File: src/rtl/lutram_pkg.sv
// Shared definitions for the muxed-write-port LUT RAM: source-select codes,
// controller state encoding and the per-bit source mux function.
package lutram_pkg;

    // Per-bit source select codes; 2'b11 is reserved.
    localparam logic [1:0] MUX_SIG = 2'b00;
    localparam logic [1:0] MUX_VLO = 2'b01;
    localparam logic [1:0] MUX_VHI = 2'b10;
    localparam logic [1:0] MUX_RSV = 2'b11;

    // Controller states: post-reset clear sweep, then normal operation.
    typedef enum logic {
        ST_CLEAR = 1'b0,
        ST_RUN   = 1'b1
    } state_t;

    // Select one bit from its pin or a constant. The reserved code behaves
    // as VLO unless xon asks for an X so misuse shows up in simulation.
    function automatic logic mux_bit(input logic [1:0] code, input logic pin, input logic xon);
        logic res;
        case (code)
            MUX_SIG: res = pin;
            MUX_VLO: res = 1'b0;
            MUX_VHI: res = 1'b1;
            default: res = xon ? 1'bx : 1'b0;
        endcase
        return res;
    endfunction

endpackage

File: src/rtl/lutram_bitmux.sv
// Combinational per-bit source mux for one vector (write data or write address).
// Each bit takes its pin, constant 0 or constant 1 according to a 2-bit code in MUX.
module lutram_bitmux
    import lutram_pkg::*;
#(
    parameter int           N   = 4,
    parameter logic [2*N-1:0] MUX = '0,
    parameter logic         XON = 1'b0
) (
    input  logic [N-1:0] pin,
    output logic [N-1:0] eff
);

    // Apply the per-bit code to every bit of the vector.
    always_comb begin
        eff = '0;
        for (int i = 0; i < N; i++) begin
            eff[i] = mux_bit(MUX[2*i +: 2], pin[i], XON);
        end
    end

endmodule

File: src/rtl/lutram_wport.sv
// Distributed RAM with a muxed, posted write port.
//
// Handshake: WE and RE are sampled on every rising CLK edge while BUSY is low;
// there is no ready back-pressure. While BUSY is high (clear sweep) WE is
// dropped and flagged on WERR for one cycle, and RE is dropped with RVALID=0.
// RVALID qualifies RDO: one cycle after RE when RD_REG=1, same cycle when 0.
//
// Writes are posted: the muxed address/data captured at edge N are written
// into the array at edge N+1. With BYPASS=1 a read of the posted address
// returns the posted data, so a read one edge after a write sees it.
module lutram_wport
    import lutram_pkg::*;
#(
    parameter int              DW      = 4,
    parameter int              AW      = 4,
    parameter logic [2*DW-1:0] WD_MUX  = '0,
    parameter logic [2*AW-1:0] WAD_MUX = '0,
    parameter int              RD_REG  = 1,
    parameter int              BYPASS  = 1,
    parameter int              CLR_EN  = 1,
    parameter logic [DW-1:0]   CLR_VAL = '0,
    parameter logic            XON     = 1'b0
) (
    input  logic          CLK,
    input  logic          RST,
    input  logic          WE,
    input  logic [AW-1:0] WAD,
    input  logic [DW-1:0] WD,
    input  logic          RE,
    input  logic [AW-1:0] RAD,
    output logic [DW-1:0] RDO,
    output logic          RVALID,
    output logic          BUSY,
    output logic          WERR,
    output logic          dbg_state
);

    localparam int DEPTH = 1 << AW;

    state_t          state;
    logic [AW-1:0]   clr_cnt;
    logic            busy;

    logic [AW-1:0]   eff_wad;
    logic [DW-1:0]   eff_wd;

    logic            pend_vld;
    logic [AW-1:0]   pend_addr;
    logic [DW-1:0]   pend_data;

    logic [DW-1:0]   mem [DEPTH];
    logic [DW-1:0]   rd_sel;
    logic            werr_q;

    assign busy      = (state == ST_CLEAR);
    assign BUSY      = busy;
    assign WERR      = werr_q;
    assign dbg_state = state;

    // Source muxes sit ahead of all storage.
    lutram_bitmux #(.N(DW), .MUX(WD_MUX), .XON(XON)) u_wd_mux (
        .pin (WD),
        .eff (eff_wd)
    );

    lutram_bitmux #(.N(AW), .MUX(WAD_MUX), .XON(XON)) u_wad_mux (
        .pin (WAD),
        .eff (eff_wad)
    );

    // Controller: clear sweep over every address after reset, then run until the next reset.
    always_ff @(posedge CLK) begin
        if (RST) begin
            state   <= (CLR_EN != 0) ? ST_CLEAR : ST_RUN;
            clr_cnt <= '0;
        end else begin
            case (state)
                ST_CLEAR: begin
                    clr_cnt <= clr_cnt + 1'b1;
                    if (clr_cnt == {AW{1'b1}}) begin
                        state <= ST_RUN;
                    end
                end
                default: begin
                    state <= ST_RUN;
                end
            endcase
        end
    end

    // Posted write register: captures an accepted write, drains on the next edge.
    always_ff @(posedge CLK) begin
        if (RST) begin
            pend_vld  <= 1'b0;
            pend_addr <= '0;
            pend_data <= '0;
        end else begin
            pend_vld <= WE & ~busy;
            if (WE && !busy) begin
                pend_addr <= eff_wad;
                pend_data <= eff_wd;
            end
        end
    end

    // Array write: sweep value during CLEAR, otherwise commit the posted write.
    // A reset edge writes nothing, so a pending write is discarded.
    always_ff @(posedge CLK) begin
        if (!RST) begin
            if (busy) begin
                mem[clr_cnt] <= CLR_VAL;
            end else if (pend_vld) begin
                mem[pend_addr] <= pend_data;
            end
        end
    end

    // Read selection: posted data wins over the array when bypass is enabled and addresses match.
    always_comb begin
        rd_sel = mem[RAD];
        if ((BYPASS != 0) && pend_vld && (pend_addr == RAD)) begin
            rd_sel = pend_data;
        end
    end

    // Write-while-busy error pulse, one cycle after the rejected WE.
    always_ff @(posedge CLK) begin
        if (RST) begin
            werr_q <= 1'b0;
        end else begin
            werr_q <= WE & busy;
        end
    end

    generate
        if (RD_REG != 0) begin : g_rd_reg
            logic [DW-1:0] rdo_q;
            logic          rvalid_q;

            // Registered read: RDO updates only on an accepted RE, otherwise holds.
            always_ff @(posedge CLK) begin
                if (RST) begin
                    rdo_q    <= '0;
                    rvalid_q <= 1'b0;
                end else if (RE && !busy) begin
                    rdo_q    <= rd_sel;
                    rvalid_q <= 1'b1;
                end else begin
                    rvalid_q <= 1'b0;
                end
            end

            assign RDO    = rdo_q;
            assign RVALID = rvalid_q;
        end else begin : g_rd_comb
            assign RDO    = rd_sel;
            assign RVALID = RE & ~busy;
        end
    endgenerate

endmodule

File: config.mk
export PLATFORM = sky130hd
export DESIGN_NAME = lutram_wport
export DESIGN_NICKNAME = d
export VERILOG_FILES = /design/src/rtl/lutram_pkg.sv /design/src/rtl/lutram_bitmux.sv /design/src/rtl/lutram_wport.sv
export SDC_FILE = /design/constraint.sdc
export NUM_CORES = 1
export LEC_CHECK = 0
export ABC_AREA = 1
export BUFFER_PORTS_ARGS = -buffer_cell sky130_fd_sc_hd__clkbuf_2
export CORE_ASPECT_RATIO = 1.25
export CORE_MARGIN = 3
export CORE_UTILIZATION = 48
export CTS_BUF_LIST = sky130_fd_sc_hd__clkbuf_8
export DETAILED_ROUTE_END_ITERATION = 8
export HOLD_SLACK_MARGIN = 0.05
export PLACE_DENSITY = 0.68
export SLEW_MARGIN = 30
export SYNTH_ARGS = -nofsm -noshare
export SYNTH_HDL_FRONTEND = slang
export SYNTH_HIERARCHICAL = 1
export SYNTH_SLANG_ARGS = --single-unit
File: constraint.sdc
create_clock -name CLK -period 2.2 [get_ports CLK]
set_input_delay 0.33 -clock CLK [delete_from_list [all_inputs] [get_ports CLK]]
set_output_delay 0.33 -clock CLK [all_outputs]
set_load 0.02 [all_outputs]
After elaboration in Yosys (flattened, before gate mapping)
Memories as Yosys holds them, arrays and structs flattened. A register that Yosys moved wholly into a read port is not among the register bits. Index checks and enable logic that the tools add are counted.

Logic and storage cells: 29. Bits in registers: 16. Bits in latches: 0. Output and inout bits: 8. Memories: 1. Input bits: 16. RAM bits: 64. ROM bits: 0.

Multiplexer cells: 13. Multiply operators: 0. Divide/modulo/power cells: 0. $lt $le $gt $ge: 0. $add $sub $neg: 1. Bitwise gates (word level): 3. Reductions and logical operators: 3. Equal/unequal tests: 1. Shifts and indexed selects: 0.

Memory list: mem (words 16, width 4, rd ports 1, clocked after memory_dff 1, write ports 1, RTL line lutram_wport.sv:51) `logic [DW-1:0] mem [DEPTH];`.

Operator list (count): $mux 1 (11); $mux 4 (2); $add 4x1->4 const B (1); $eq 4x4->1 const B (1); $reduce_or 4->1 (1); $and 1x1->1 (2); $logic_and 1x1->1 (2); $not 1->1 (1).

Depth between registers and ports, before layout
Gate-level depths: netlist of the first run.

Depth after elaboration: 6. Depth in mapped cells: 13. Mapped depth without buffers: 11.

Hierarchy
Netlist of the first run, hierarchy kept.

Modules (own cells, without submodules): lutram_wport (cells an instance 381, times used 1, area each 3727.3 um^2, seq. area each 2322.2 um^2); lutram_bitmux (cells an instance 4, times used 2, area each 30.0 um^2, seq. area each 0.0 um^2).

Least setup slack after synthesis of the first run
Ideal clock, no wire load.

Kind: register to register. From: register state, in the netlist dbg_state. To: memory mem[13][0], enable pin. Buffers on the path: 1. Cell stages (with the launch flop): 8. Slack: 470 ps. Clock period less this slack: 1730 ps. Required time: 1871 ps. Data arrival time: 1401 ps. Library setup time: 329 ps. Cell sequence: dfxtp_1 buf_4 nand2_2 nor2_8 nand2_1 o21ai_2 nand3_1 nor2_1.

Longest elaborated chain between the ends: 5. Elaborated cells between the ends (all ways): 9. Classes of those cells: mux: 8; reduce/logical: 1.

RTL lines: start, declared (RTL line lutram_wport.sv:40) `state_t state;`; start signal, assigned (RTL line lutram_wport.sv:74) `state <= (CLR_EN != 0) ? ST_CLEAR : ST_RUN;`; $mux 1 (RTL line lutram_wport.sv:110) `if (busy) begin`; $mux 1 (RTL line lutram_wport.sv:109) `if (!RST) begin`; $mux 1 (implied by the code) (RTL line lutram_wport.sv:113) `mem[pend_addr] <= pend_data;`; $reduce_or 4->1 (no line); $mux 4 (no line) / $mux 1 (equally long branches); end, declared (RTL line lutram_wport.sv:51).

Parallel ways exist; a longest one is shown, timed or not.

Worst setup path after layout of the first run
From: register state, in the netlist dbg_state. To: memory mem[2][0], enable pin.

The elaborated chain is that of the path after synthesis.

==> results of run 1 <==
[per-stage QoR]
step	cell area [µm²]	hold slack [ps]	utilization, %
after floorplan	3790	444	-
after global placement	3930	455	52.2
after detailed placement	3930	458	52.2
after CTS	4120	190	54.7
after global routing	4120	204	54.7
final	4120	202	54.7
[path summary, 6_finish.rpt]
check | startpoint | slack (ps) | end | cells past startpoint
max | dbg_state$_SDFF_PP0_ | 300 | mem[2][0]$_DFFE_PP_ | 5
min | WE | 200 | WERR$_SDFF_PP0_ | 3
max reg2reg | dbg_state$_SDFF_PP0_ | 300 | mem[2][0]$_DFFE_PP_ | 5
min reg2reg | RDO[2]$_SDFFE_PP0P_ | 470 | RDO[2]$_SDFFE_PP0P_ | 2
[area by class of cell]
class / count / area, µm²
Clock buffer: 9 / 124
Clock inverter: 7 / 67.6
Fill cell: 703 / 3410
Inverter: 25 / 93.8
Multi-Input combinational cell: 257 / 1240
Sequential cell: 84 / 2320
Tap cell: 92 / 115
Timing Repair Buffer: 29 / 160
[layer usage]
metal | up-vias | routed length (µm)
met5 | - | 0
met4 | 0 | 140
met3 | 13 | 514
met2 | 74 | 3870
met1 | 1207 | 2940
li1 | 1325 | -
[registers in the layout, summed over array words and instances (netlist names)]
register,flops
RVALID,1
pend_addr,4
RDO,4
WERR,1
mem,64
pend_vld,1
pend_data,4
dbg_state,1
clr_cnt,4
[Yosys cell counts (all sizes together)]
cell	count	area, µm²
a21oi	11	58.8
buf	19	118
clkbuf	4	15.0
dfxtp	20	400
edfxtp	64	1920
ha	1	12.5
inv	25	93.8
nand2	126	518
nand3	63	350
nand4	5	31.3
nor2	37	190
nor3	2	10.0
o21ai	12	67.6
[cells by family after synthesis]
logic type | after synthesis | share of synthesized area, %
fa+ha+maj | 1 | 0.330
flops | 84 | 61.3
compound gates | 23 | 3.34
simple gates | 233 | 29.0
buf+inv | 48 | 5.98
[report_power, final]
part | total (mW) | switching, mW | internal (mW)
logic | 0.236 | 0.160 | 0.0764
registers | 1.71 | 0.0102 | 1.70
clock network | 1.04 | 0.521 | 0.517
[tightest hold or removal path, cell delays in order]
cell and delay (ps):
clkbuf_2 90, nand2_1 60, nor2_1 40
[layout by cell type (no fill, tap or decap)]
cell type     n
nand2_1     114
edfxtp_1     64
nand3_1      59
nor2_1       33
clkbuf_2     23
inv_1        22
dfxtp_1      20
a21oi_1      10
o21ai_0      10
nand2_2       9
clkbuf_8      9
buf_4         6
nand4_1       5
nor2_8        3
inv_2         3
nand2_4       3
nand3_4       2
o21ai_2       2
nand3_2       2
nor3_1        2
clkinv_2      2
clkinvlp_4    2
a21oi_2       1
nor2_2        1
ha_1          1
clkinv_1      1
clkinv_4      1
bufinv_16     1
==> impl_metrics.py, run 1 <==
metrics = {
    "floorplanning": {
        "num_io_pins": 24,
        "die_h_um": 105,
        "core_um2": 7530,
        "die-area_um2": 9000,
        "start_util_pct": 50.3,
        "rows": 35,
        "die_w_um": 85.5,
    },
    "finish": {
        "drive_above_1_share_pct": 17.0,
        "fin_cells": 503,
        "diodes": 0,
        "syn2layout_area_growth_pct": 8.82,
        "fin_nets": 423,
    },
    "clock_tree": {
        "worstSkewPairLatency_ps": 350,
        "cts_buffer_depth": 2,
        "root_buffer": "clkbuf_8",
        "cts_setup_buffers": 0,
        "cts_resized": 0,
        "clk_pin_slew_ps": 80,
        "cts_htree_levels": 3,
        "cts_buffers": 9,
        "clock-sinks": 84,
        "hold_buffers": 0,
        "cts_tree": "done",
    },
    "setup_path": {
        "crit_chain": "buf_4, nand3_4, o21ai_2, nand3_1, nor2_1",
        "critPathTopFamily": "simple AND/OR/NAND/NOR gates",
        "path_class": "register to register",
        "critPathSlowestCell": "dfxtp_1",
        "critical_path.endpoint_type": "register",
        "crit_fanout": 7,
        "cp_slowest_stage_delay_ps": 470,
        "cp.arrival_ps": 1920,
        "start_kind": "register",
        "critical_path_buf_inv_count": 1,
        "critPathRequiredTime_ps": 2220,
    },
    "placed_design": {
        "hpwl_mm": 5.37,
        "dp.cells": 487,
        "pre_cts_slack_ps": 274,
        "place.gp.congestion": 0.856,
        "placement.io_buffers": 23,
    },
    "logic_synthesis": {
        "synthCells": 389,
        "synth.cell_area_um2": 3790,
        "ys_warn_count": 6,
        "ys_ff_latch": 84,
        "syn_nets": 406,
        "ys_seq_area_share_pct": 61.3,
        "ys_types": 23,
        "syn_area_per_cell_um2": 9.74,
    },
    "detailed_routing": {
        "wl_mm": 7.46,
        "drtIter0Drc": 168,
        "firstDrtPassIters": 4,
        "ant_nets": 0,
        "drc": 0,
        "viasPerCell": 5.21,
        "num_vias": 2619,
        "wl_per_cell_um": 14.8,
    },
    "worst_hold_path": {
        "hp-class": "input port to register",
    },
    "global_route": {
        "grt_first_pass_wirelength_mm": 12.1,
        "antenna_found_initial": 0,
        "grt_pass1_vias": 2552,
        "use_met1_pct": 20.0,
        "grt_max_degree": 34,
        "track_usage_pct": 17.8,
        "grt_use_met2_pct": 31.9,
        "overflow": 0,
        "grt_most_used_layer": "met2",
        "grt_use_met3_pct": 3.36,
    },
    "timing": {
        "hold_violations": 0,
        "fmax_ghz": 0.526,
        "rsz0062_at_grt": "false",
        "setup_viol": 0,
        "skew_ps": 7.29,
        "final.setup.tns_ps": 0,
        "relSlewSlack_pct": 58.8,
        "slew_violations": 0,
        "worstMarginPinSlew_ps": 617,
        "fin_crit_ps": 1900,
        "post-route-period-util_pct": 86.5,
        "layout_setup_ws_ps": 297,
    },
    "power": {
        "finalPower_mw": 2.99,
        "p_leak_nw": 1.64,
        "p_per_area_nw_per_um2": 725,
        "ir_drop_mv": 0.418,
    },
    "flow_run": {
        "drv_cap": 0,
    },
    "run_status": {
        "status": "finished, final reports clean",
    },
}
Note: power is estimated with default switching activity, not from simulation.
==> inputs of run 2 (changes only) <==
--- a/config.mk
+++ b/config.mk
@@ -14,6 +14,7 @@
 export DETAILED_ROUTE_END_ITERATION = 8
 export HOLD_SLACK_MARGIN = 0.05
 export PLACE_DENSITY = 0.68
+export RECOVER_POWER = 25
 export SLEW_MARGIN = 30
 export SYNTH_ARGS = -nofsm -noshare
 export SYNTH_HDL_FRONTEND = slang
==> run 2 against run 1 <==
Against the previous run: sequential share of layout area grew 0.21 points; final cell count unchanged; clock skew is essentially flat; setup slack got worse by 28 ps; largest cell class unchanged; utilization is 0.20 points lower.
==> impl_metrics.py, run 2 (synthesized netlist as in run 1, its figures left out) <==
metrics = {
    "timing": {
        "fin_crit_ps": 1930,
        "skew_ps": 7.38,
        "post-route-period-util_pct": 87.7,
        "rsz0062_at_grt": "false",
        "setup_viol": 0,
        "final.setup.tns_ps": 0,
        "layout_setup_ws_ps": 270,
        "hold_violations": 0,
        "worstMarginPinSlew_ps": 596,
        "fmax_ghz": 0.518,
        "slew_violations": 0,
        "relSlewSlack_pct": 60.2,
    },
    "clock_tree": {
        "cts_buffer_depth": 2,
        "worstSkewPairLatency_ps": 350,
        "cts_htree_levels": 3,
        "clk_pin_slew_ps": 80,
        "cts_buffers": 9,
        "clock-sinks": 84,
        "hold_buffers": 0,
        "root_buffer": "clkbuf_8",
        "cts_resized": 0,
        "cts_tree": "done",
        "cts_setup_buffers": 0,
    },
    "floorplanning": {
        "num_io_pins": 24,
        "rows": 35,
        "core_um2": 7530,
        "die_w_um": 85.5,
        "die-area_um2": 9000,
        "die_h_um": 105,
        "start_util_pct": 50.3,
    },
    "global_route": {
        "grt_pass1_vias": 2552,
        "antenna_found_initial": 0,
        "grt_max_degree": 34,
        "track_usage_pct": 17.8,
        "grt_first_pass_wirelength_mm": 12.1,
        "overflow": 0,
    },
    "setup_path": {
        "critPathSlowestCell": "dfxtp_1",
        "cp.arrival_ps": 1940,
        "critPathRequiredTime_ps": 2210,
        "critical_path.endpoint_type": "register",
        "cp_slowest_stage_delay_ps": 450,
        "start_kind": "register",
        "path_class": "register to register",
        "r2r_slack_ps": 270,
        "cp_common_cell": "nand2_1",
        "crit_fanout": 9,
        "crit_chain": "nand2_1, nor2_8, nand2_1, nand2_1, nand2_1, nor2_1",
    },
    "flow_run": {
        "drv_cap": 0,
    },
    "placed_design": {
        "place.gp.congestion": 0.856,
        "placement.io_buffers": 23,
        "pre_cts_slack_ps": 274,
        "hpwl_mm": 5.37,
    },
    "detailed_routing": {
        "wl_mm": 7.45,
        "viasPerCell": 5.20,
        "drc": 0,
        "num_vias": 2615,
        "firstDrtPassIters": 4,
        "wl_per_cell_um": 14.8,
        "ant_nets": 0,
        "drtIter0Drc": 204,
    },
    "power": {
        "ir_drop_mv": 0.421,
        "p_leak_nw": 1.61,
        "p_per_area_nw_per_um2": 729,
    },
    "finish": {
        "final_cell_mix": "nand2_1 (115), edfxtp_1 (64), nand3_1 (59), nor2_1 (33), inv_1 (22)",
        "fin_nets": 423,
        "syn2layout_area_growth_pct": 8.42,
        "nFillCells": 710,
        "final_common_cell": "nand2_1",
        "drive_above_1_share_pct": 14.8,
        "multi_input_area_um2": 1240,
        "seq_area_um2": 2320,
        "regMostFlops": "mem",
        "diodes": 0,
        "largest_reg_flops": 64,
    },
    "worst_hold_path": {
        "hp-class": "input port to register",
    },
    "run_status": {
        "status": "finished, final reports clean",
    },
}
-- run 2: cell types whose count changed in the layout (fill, tap and decap cells not counted), sizes merged --
cell / previous run / this run
buf: 6 / 5
clkbuf: 32 / 33
-- run 2: power breakdown --
part / leakage (nW) / switching [mW] / internal, mW
registers: 0.692 / 0.0102 / 1.70
logic: 0.826 / 0.160 / 0.0762
clock network: 0.0926 / 0.524 / 0.518
-- run 2: final cells by class --
class / count / share of cell area, %
tap: 92 / 2.80
clock buffer: 9 / 3.02
timing repair buffer: 29 / 3.60
multi-input combinational: 257 / 30.1
clock inverter: 7 / 1.65
sequential: 84 / 56.6
inverter: 25 / 2.29
-- run 2: per-layer routing --
metal | up-vias | wire length [µm] | track usage [%]
met5 | - | 0 | 0
met4 | 0 | 104 | 8.37
met3 | 7 | 377 | 3.36
met2 | 59 | 3930 | 31.9
met1 | 1222 | 3040 | 20.0
li1 | 1327 | - | -
-- run 2: per-stage QoR --
| step | total power, mW | util, % | hold slack, ps | std cells | instance area [µm²] |
|---|---|---|---|---|---|
| final | 2.99 | 54.5 | 203 | 503 | 4110 |
| after floorplan | 1.93 | - | 444 | 389 | 3790 |
| after global routing | 3.12 | 54.5 | 204 | 503 | 4110 |
| after CTS | 3.02 | 54.7 | 190 | 503 | 4120 |
| after global placement | 1.98 | 52.2 | 455 | 487 | 3930 |
| after detailed placement | 1.99 | 52.2 | 458 | 487 | 3930 |
-- run 2: path summary, 6_finish.rpt --
kind / from / end / cells past startpoint
hold reg to reg: RDO[2]$_SDFFE_PP0P_ / RDO[2]$_SDFFE_PP0P_ / 2
hold / removal: WE / WERR$_SDFF_PP0_ / 3
setup / recovery: dbg_state$_SDFF_PP0_ / mem[10][3]$_DFFE_PP_ / 6
setup reg to reg: dbg_state$_SDFF_PP0_ / mem[10][3]$_DFFE_PP_ / 6
-- run 2: critical path, delay by kind of cell (launching register included) --
family | cells | cell delay [ps]
DFF | 1 | 450
and+or+nand+nor | 6 | 1130
